`config.mk`:
```
export PLATFORM = sky130hd
export DESIGN_NAME = sprite_draw_engine_flat
export DESIGN_NICKNAME = d
export VERILOG_FILES = /design/src/rtl/sprite_draw_engine_if.sv /design/src/rtl/sprite_draw_engine.sv /design/src/flat_wrapper.sv
export SDC_FILE = /design/constraint.sdc
export NUM_CORES = 1
export LEC_CHECK = 0
export CAP_MARGIN = 10
export CORE_UTILIZATION = 49
export CTS_CLUSTER_SIZE = 40
export DETAILED_ROUTE_END_ITERATION = 12
export GPL_TIMING_DRIVEN = 1
export PLACE_DENSITY = 0.83
export SLEW_MARGIN = 20
export SYNTH_ARGS = -nofsm -noshare
export SYNTH_HDL_FRONTEND = slang
export SYNTH_SLANG_ARGS = --single-unit
```
`constraint.sdc`:
```
create_clock -name clk_in -period 3.83 [get_ports clk_in]
set_clock_uncertainty 0.2 [all_clocks]
set_input_delay 0.766 -clock clk_in [delete_from_list [all_inputs] [get_ports clk_in]]
set_output_delay 0.766 -clock clk_in [all_outputs]
set_load 0.005 [all_outputs]
```
`src/rtl/sprite_draw_engine_if.sv`:
```
`default_nettype none
// ============================================================================
// Module  : sprite_draw_engine_if
// Brief   : Command, main-RAM and VRAM signal bundle for sprite_draw_engine.
// Revision: 1.0
// ============================================================================
interface sprite_draw_engine_if;
  logic        start_in;
  logic [7:0]  x_in;
  logic [7:0]  y_in;
  logic [3:0]  n_in;
  logic [11:0] i_in;
  logic [11:0] mem_addr_out;
  logic [7:0]  mem_data_in;
  logic [15:0] vram_addr_out;
  logic [7:0]  vram_data_in;
  logic [7:0]  vram_data_out;
  logic        vram_we_out;
  logic        busy_out;
  logic        done_out;
  logic        collision_out;

  modport slave (
    input  start_in, x_in, y_in, n_in, i_in, mem_data_in, vram_data_in,
    output mem_addr_out, vram_addr_out, vram_data_out, vram_we_out,
           busy_out, done_out, collision_out
  );

  modport master (
    output start_in, x_in, y_in, n_in, i_in, mem_data_in, vram_data_in,
    input  mem_addr_out, vram_addr_out, vram_data_out, vram_we_out,
           busy_out, done_out, collision_out
  );
endinterface
`default_nettype wire

```
`src/rtl/sprite_draw_engine.sv`:
```
`default_nettype none
// ============================================================================
// Module  : sprite_draw_engine
// Brief   : CHIP-8 DXYN executor: fetches sprite rows, XORs them into VRAM
//           by read-modify-write and reports the VF collision flag.
//           SPRITE_WRAP_EN selects wrapping instead of clipping.
// Revision: 1.0
// ============================================================================
module sprite_draw_engine #(
  parameter int MEM_LATENCY  = 2,
  parameter int VRAM_LATENCY = 2
) (
  input  logic                clk_in,
  input  logic                rst_in,
  sprite_draw_engine_if.slave bus
);

  localparam logic [7:0] c_MEM_WAIT  = 8'(MEM_LATENCY);
  localparam logic [7:0] c_VRAM_WAIT = 8'(VRAM_LATENCY);

  typedef enum logic [3:0] {
    S_IDLE  = 4'd0,
    S_FETCH = 4'd1,
    S_RD0   = 4'd2,
    S_WR0   = 4'd3,
    S_RD1   = 4'd4,
    S_WR1   = 4'd5,
    S_NEXT  = 4'd6,
    S_DONE  = 4'd7
  } state_t;

  state_t      r_state;
  state_t      w_next_state;

  logic [5:0]  r_x0;
  logic [4:0]  r_y0;
  logic [3:0]  r_n;
  logic [3:0]  r_k;
  logic [11:0] r_i;
  logic [7:0]  r_cnt;
  logic [15:0] r_mask;
  logic        r_coll;
  logic [11:0] r_mem_addr;
  logic [15:0] r_vram_addr;
  logic [7:0]  r_wdata;

  logic [7:0]  w_rev;
  logic [4:0]  w_row;
  logic [3:0]  w_k_inc;
  logic        w_need_second;
  logic        w_row_clipped;
  logic        w_last_row;
  logic        w_unused_bits;

  assign w_unused_bits = ^{bus.x_in[7:6], bus.y_in[7:5]};

  // Sprite bytes are MSB-leftmost; VRAM bytes are LSB-leftmost.
  always_comb begin
    w_rev = 8'd0;
    for (int j = 0; j < 8; j++) begin
      w_rev[j] = bus.mem_data_in[7-j];
    end
  end

  assign w_k_inc = r_k + 4'd1;
  assign w_row   = r_y0 + {1'b0, r_k};

`ifdef SPRITE_WRAP_EN
  assign w_row_clipped = 1'b0;
  assign w_need_second = (r_x0[2:0] != 3'd0) && (r_mask[15:8] != 8'd0);
`else
  logic [5:0] w_next_yr;
  assign w_next_yr     = {1'b0, r_y0} + {2'b00, w_k_inc};
  assign w_row_clipped = w_next_yr[5];
  assign w_need_second = (r_x0[2:0] != 3'd0) && (r_mask[15:8] != 8'd0) &&
                         (r_x0[5:3] != 3'd7);
`endif

  assign w_last_row = (w_k_inc == r_n) || w_row_clipped;

  always_ff @(posedge clk_in) begin
    if (rst_in) begin
      r_state <= S_IDLE;
    end else begin
      r_state <= w_next_state;
    end
  end

  always_comb begin
    w_next_state = r_state;
    case (r_state)
      S_IDLE:  if (bus.start_in) w_next_state = (bus.n_in == 4'd0) ? S_DONE : S_FETCH;
      S_FETCH: if (r_cnt == c_MEM_WAIT) w_next_state = S_RD0;
      S_RD0:   if (r_cnt == c_VRAM_WAIT) w_next_state = S_WR0;
      S_WR0:   w_next_state = w_need_second ? S_RD1 : S_NEXT;
      S_RD1:   if (r_cnt == c_VRAM_WAIT) w_next_state = S_WR1;
      S_WR1:   w_next_state = S_NEXT;
      S_NEXT:  w_next_state = w_last_row ? S_DONE : S_FETCH;
      S_DONE:  w_next_state = S_IDLE;
      default: w_next_state = S_IDLE;
    endcase
  end

  always_ff @(posedge clk_in) begin
    if (rst_in) begin
      r_x0        <= 6'd0;
      r_y0        <= 5'd0;
      r_n         <= 4'd0;
      r_k         <= 4'd0;
      r_i         <= 12'd0;
      r_cnt       <= 8'd0;
      r_mask      <= 16'd0;
      r_coll      <= 1'b0;
      r_mem_addr  <= 12'd0;
      r_vram_addr <= 16'd0;
      r_wdata     <= 8'd0;
    end else begin
      case (r_state)
        S_IDLE: begin
          if (bus.start_in) begin
            r_x0   <= bus.x_in[5:0];
            r_y0   <= bus.y_in[4:0];
            r_n    <= bus.n_in;
            r_i    <= bus.i_in;
            r_k    <= 4'd0;
            r_cnt  <= 8'd0;
            r_coll <= 1'b0;
            if (bus.n_in != 4'd0) r_mem_addr <= bus.i_in;
          end
        end
        S_FETCH: begin
          if (r_cnt == c_MEM_WAIT) begin
            r_cnt       <= 8'd0;
            r_mask      <= {8'd0, w_rev} << r_x0[2:0];
            r_vram_addr <= {8'd0, w_row, r_x0[5:3]};
          end else begin
            r_cnt <= r_cnt + 8'd1;
          end
        end
        S_RD0: begin
          if (r_cnt == c_VRAM_WAIT) begin
            r_cnt   <= 8'd0;
            r_wdata <= bus.vram_data_in ^ r_mask[7:0];
            r_coll  <= r_coll | (|(bus.vram_data_in & r_mask[7:0]));
          end else begin
            r_cnt <= r_cnt + 8'd1;
          end
        end
        S_WR0: begin
          // The 3-bit byte index rolls over to byte 0, which only matters when wrapping.
          if (w_need_second) r_vram_addr <= {8'd0, w_row, r_x0[5:3] + 3'd1};
        end
        S_RD1: begin
          if (r_cnt == c_VRAM_WAIT) begin
            r_cnt   <= 8'd0;
            r_wdata <= bus.vram_data_in ^ r_mask[15:8];
            r_coll  <= r_coll | (|(bus.vram_data_in & r_mask[15:8]));
          end else begin
            r_cnt <= r_cnt + 8'd1;
          end
        end
        S_NEXT: begin
          r_k <= w_k_inc;
          if (!w_last_row) r_mem_addr <= r_i + {8'd0, w_k_inc};
        end
        default: ;
      endcase
    end
  end

  assign bus.mem_addr_out  = r_mem_addr;
  assign bus.vram_addr_out = r_vram_addr;
  assign bus.vram_data_out = r_wdata;
  assign bus.vram_we_out   = (r_state == S_WR0) || (r_state == S_WR1);
  assign bus.busy_out      = (r_state != S_IDLE);
  assign bus.done_out      = (r_state == S_DONE);
  assign bus.collision_out = r_coll;

endmodule
`default_nettype wire
```
`src/flat_wrapper.sv`:
```
// flat-port wrapper written by rule: the top's interface ports become plain ports
module sprite_draw_engine_flat 
#(
  parameter int MEM_LATENCY  = 2,
  parameter int VRAM_LATENCY = 2
)
  (clk_in, rst_in, bus_start_in, bus_x_in, bus_y_in, bus_n_in, bus_i_in, bus_mem_data_in, bus_vram_data_in, bus_mem_addr_out, bus_vram_addr_out, bus_vram_data_out, bus_vram_we_out, bus_busy_out, bus_done_out, bus_collision_out);
  sprite_draw_engine_if bus_i ();
  input  logic clk_in;
  input  logic rst_in;
  input wire logic [$bits(bus_i.start_in)-1:0] bus_start_in;
  input wire logic [$bits(bus_i.x_in)-1:0] bus_x_in;
  input wire logic [$bits(bus_i.y_in)-1:0] bus_y_in;
  input wire logic [$bits(bus_i.n_in)-1:0] bus_n_in;
  input wire logic [$bits(bus_i.i_in)-1:0] bus_i_in;
  input wire logic [$bits(bus_i.mem_data_in)-1:0] bus_mem_data_in;
  input wire logic [$bits(bus_i.vram_data_in)-1:0] bus_vram_data_in;
  output wire logic [$bits(bus_i.mem_addr_out)-1:0] bus_mem_addr_out;
  output wire logic [$bits(bus_i.vram_addr_out)-1:0] bus_vram_addr_out;
  output wire logic [$bits(bus_i.vram_data_out)-1:0] bus_vram_data_out;
  output wire logic [$bits(bus_i.vram_we_out)-1:0] bus_vram_we_out;
  output wire logic [$bits(bus_i.busy_out)-1:0] bus_busy_out;
  output wire logic [$bits(bus_i.done_out)-1:0] bus_done_out;
  output wire logic [$bits(bus_i.collision_out)-1:0] bus_collision_out;
  assign bus_i.start_in = bus_start_in;
  assign bus_i.x_in = bus_x_in;
  assign bus_i.y_in = bus_y_in;
  assign bus_i.n_in = bus_n_in;
  assign bus_i.i_in = bus_i_in;
  assign bus_i.mem_data_in = bus_mem_data_in;
  assign bus_i.vram_data_in = bus_vram_data_in;
  assign bus_mem_addr_out = bus_i.mem_addr_out;
  assign bus_vram_addr_out = bus_i.vram_addr_out;
  assign bus_vram_data_out = bus_i.vram_data_out;
  assign bus_vram_we_out = bus_i.vram_we_out;
  assign bus_busy_out = bus_i.busy_out;
  assign bus_done_out = bus_i.done_out;
  assign bus_collision_out = bus_i.collision_out;
  sprite_draw_engine #(.MEM_LATENCY(MEM_LATENCY), .VRAM_LATENCY(VRAM_LATENCY)) u_core (.clk_in(clk_in), .rst_in(rst_in), .bus(bus_i));
endmodule
```
==> results of run 1 <==
-- through the flow --
step | hold slack (ps) | util (%) | setup WS (ps) | area (um^2)
floorplan | 237 | - | 1280 | 4810
global placement | 252 | 59.8 | 807 | 5580
detailed placement | 254 | 59.8 | 786 | 5580
CTS | 266 | 61.8 | 557 | 5760
global route | 289 | 61.8 | 372 | 5760
finish | 269 | 61.8 | 542 | 5760
-- registers in the layout (all words and copies together), names as in the netlist --
register / cells
u_core.bus.collision_out: 1
u_core.bus.mem_addr_out: 12
u_core.bus.vram_addr_out: 8
u_core.bus.vram_data_out: 8
u_core.r_cnt: 8
u_core.r_i: 12
u_core.r_k: 4
u_core.r_mask: 15
u_core.r_n: 4
u_core.r_state: 3
u_core.r_x0: 6
u_core.r_y0: 5
-- worst max-delay path by stage --
stage	end	cells past startpoint	slack (ps)
3_3_place_gp	u_core.bus.mem_addr_out[4]$_SDFFE_PP0P_	6	810
4_1_cts	bus_vram_we_out	4	560
5_1_grt	bus_vram_we_out	4	370
2_1_floorplan	u_core.bus.mem_addr_out[6]$_SDFFE_PP0P_	9	1280
6_report	bus_vram_we_out	4	540
3_5_place_dp	u_core.bus.mem_addr_out[4]$_SDFFE_PP0P_	6	790
-- worst max-delay path, stage by stage, from the launching register on --
cell	delay [ps]
dfxtp_1	620
nor2b_1	520
nor2_1	120
nor2_1	140
clkdlybuf4s50_1	550
-- cells by family (layout without fill, tap and decap cells) --
kind of cell	count (synthesis)	in the layout	share of synthesized area (%)
compound gates	144	144	20.0
other cells	1	8	0.0785
fa+ha+maj	19	19	5.29
buf+inv	61	116	5.73
simple gates	211	211	20.1
xor+xnor	31	31	5.97
mux	28	28	6.81
flops	86	86	36.0
-- per-layer routing --
metal / global-route usage (%) / routed length [um] / share of wire (%)
met1: 31.1 / 5240 / 45
met2: 39.8 / 5620 / 48
met3: 3.95 / 595 / 5.1
met4: 9.48 / 240 / 2.1
met5: 0 / 0 / 0
-- Yosys cell counts (3+ instances only) --
library cell  count  area (um^2)
mux2i_1          22          220
a31oi_1           8         50.1
o32ai_1           3         26.3
a311oi_2          3         45.0
mux4_2            3         67.6
nor2b_1           6         37.5
xor2_1           11         96.3
nand4_1           7         43.8
ha_1             17          213
o211ai_1          5         37.5
o22ai_1           3         18.8
a211oi_1         14          105
nand3_1          18         90.1
clkbuf_1         27          101
inv_1            15         56.3
a21o_1            3         22.5
nand3b_1          3         22.5
a211o_1           3         26.3
nand2_1          99          372
nor4_1            4         25.0
and3_1            3         18.8
nor2_1           45          169
buf_2             6         30.0
and2_1            4         25.0
buf_1             3         11.3
a221oi_1          5         43.8
buf_4             8         60.1
xnor2_1          19          166
a22oi_1           4         30.0
o21ai_0           9         45.0
a21oi_1          60          300
nor3_1           11         55.1
o21a_1            7         52.6
dfxtp_1          86         1720
a311oi_1          6         52.6
-- power groups by stage --
stage	Sequential [W]	Combinational [W]	Clock (W)
finish	0.00115	0.000799	0.000611
global route	0.00117	0.000882	0.000652
CTS	0.00115	0.000798	0.000613
detailed placement	0.00117	0.000793	0
global placement	0.00116	0.000767	0
floorplan	0.00110	0.000587	0
-- cell type report --
type                    instances  area [um^2]  area share, %
multi-input cells             441         2820           48.9
flip-flops and latches         86         1720           29.9
repair buffers                 84          818           14.2
well taps                     129          161           2.80
clock buffers                  12          155           2.69
inverters                      16         60.1           1.04
clock inverters                 4         30.0          0.521
==> results by group, run 1 <==
Run status
  – Status: finished clean

Setup path
  – Timing startpoint of the critical path: u_core.r_state[1]$_SDFFE_PP0P_
  – Type of element launching the critical path: flop
  – Worst Path Arrival: between 2000 and 2500 ps
  – Highest fanout seen on the critical path: 14
  – Required time at the worst-slack endpoint: roughly 2900 ps
  – Worst R2R Start: u_core.r_k[0]$_SDFFE_PP0P_
  – Crit. End Element: primary output
  – Category of the critical setup timing path: flop to primary output
  – Reg-to-reg endpoint: u_core.bus.mem_addr_out[9]$_SDFFE_PP0P_
  – Cells on worst reg2reg path: 8
  – Setup slack, reg-to-reg: slightly above 900 ps

GRT
  – GR Util All Layers: between 20% and 30%
  – Number of antenna violations at the first check in global routing: 0
  – Largest net degree at the start of global routing: 49
  – Number of global-route vias before repair: roughly 4200
  – Grt total ovfl: 0
  – Wire length of the first global-routing pass: 19.3 mm

Run
  – Max-Cap Viols: 0

CTS
  – Buffers inserted during post-CTS setup optimization: 0
  – CTS Hold Bufs: 0
  – Clk buf depth: 2
  – Number of CTS-inserted buffers: 9
  – Worst-skew pair later-pin latency: roughly 360 ps
  – Number of clock sinks seen by CTS: 86
  – Clock-pin slew reported for the worst setup and hold paths after clock tree synthesis: 90 ps
  – Number of H-tree levels: 3
  – Number of gates resized after CTS: 0
  – Clock tree from TritonCTS: done
  – Root buffer cell: clkbuf_8

Synth
  – Count of different cell masters after synthesis: 60
  – Syn Std Cell Area: 0.00478 mm^2
  – #FFs+latches synth: 86
  – Ys Warns: 0
  – Dominant synthesized flop cell: dfxtp_1
  – Mean area per synthesized cell: ~8 um^2
  – Fraction of registers with async set/reset: 0%
  – Instance count of the mapped netlist: approximately 580
  – Number of enable flip-flop cells after synthesis: 0
  – Sequential cell area fraction in the yosys report: 36.0%

Timing
  – Transition time at the pin with the least slew margin: about 760 ps
  – Share of the cycle needed by the critical path after routing: a little under nine tenths
  – Setup repair after global routing missed its margin: no
  – Slew Limit Fails: 0
  – Final setup vio count: 0
  – Post-route setup TNS: 0 ps
  – Minimum clock period: 3290 ps
  – Maximum achievable frequency: between 0.3 and 0.4 GHz
  – Hold Violations, Final: 0
  – Tightest slew margin relative to the limit: between 40% and 50%

Routing
  – Drt wl/cell: between 15 and 20 um
  – Remaining DRCs: 0
  – Antenna-violating nets left: 0
  – Number of detailed-route iterations in the first pass: 5
  – Initial detailed-routing violation count: a little under 300
  – Vias: 4427
  – Overall routed net length: roughly 12 mm
  – Number of vias per cell: around 5.7

Power and ir drop
  – Clock share of power: approximately a quarter
  – Sequential Power Share: 45.0%
  – Cell-internal power: about 0.0017 W
  – Worst VDD drop: ~0.00024 V
  – Final Total Pwr: roughly 0.0026 W
  – Leakage: roughly 2.0 nW
  – Switching power total: 0.000902 W
  – Comb pwr share: between 30% and 40%
  – Switching power share of the total: a little over a third
  – Power Dens Cells: between 400 and 500 mW/mm^2

Cells and area
  – Commonest cells after routing, fill and taps aside: 99 x nand2_1, 86 x dfxtp_1, 76 x clkdlybuf4s50_1
  – Area growth from synthesis to layout: 20.6%
  – Diodes inserted: 0
  – Layout cells sized above 1: between 5 and 6%
  – Number of nets in the final layout: ~710
  – Most common cell after layout, fill and taps aside: nand2_1
  – Number of cells in the finished layout apart from fillers: between 700 and 800
  – # fillers: 798

Place
  – Final weighted congestion in routability-driven placement: 0.899
  – Port Buffer Count: 77
  – Number of placed cells counting well taps: approximately 760
  – Hpwl dp: between 8 and 9 mm

Floorplanning
  – Starting utilization of the core area: between 50% and 60%
  – Y dimension of the die: about 100 um
  – Die span in x: 101 um
  – Core ar.: roughly 0.0093 mm^2
  – Number of top-level pins: 91
  – Total die area: slightly above 0.01 mm^2
  – Row count: 35

Min path
  – Number of stages on the worst hold path: 2
  – Hold Path Class: flop to flop
  – Worst Hold End: u_core.r_i[3]$_SDFFE_PP0P_
  – Worst min-delay path startpoint: u_core.r_i[3]$_SDFFE_PP0P_
Note: power is estimated with default switching activity, not from simulation.
==> run 2, diff against run 1 <==
--- a/config.mk
+++ b/config.mk
@@ -11,6 +11,7 @@
 export DETAILED_ROUTE_END_ITERATION = 12
 export GPL_TIMING_DRIVEN = 1
 export PLACE_DENSITY = 0.83
+export SKIP_LAST_GASP = 1
 export SLEW_MARGIN = 20
 export SYNTH_ARGS = -nofsm -noshare
 export SYNTH_HDL_FRONTEND = slang
==> results of run 2 <==
Same layout as run 1: the final DEF is identical, and so are final timing and power.
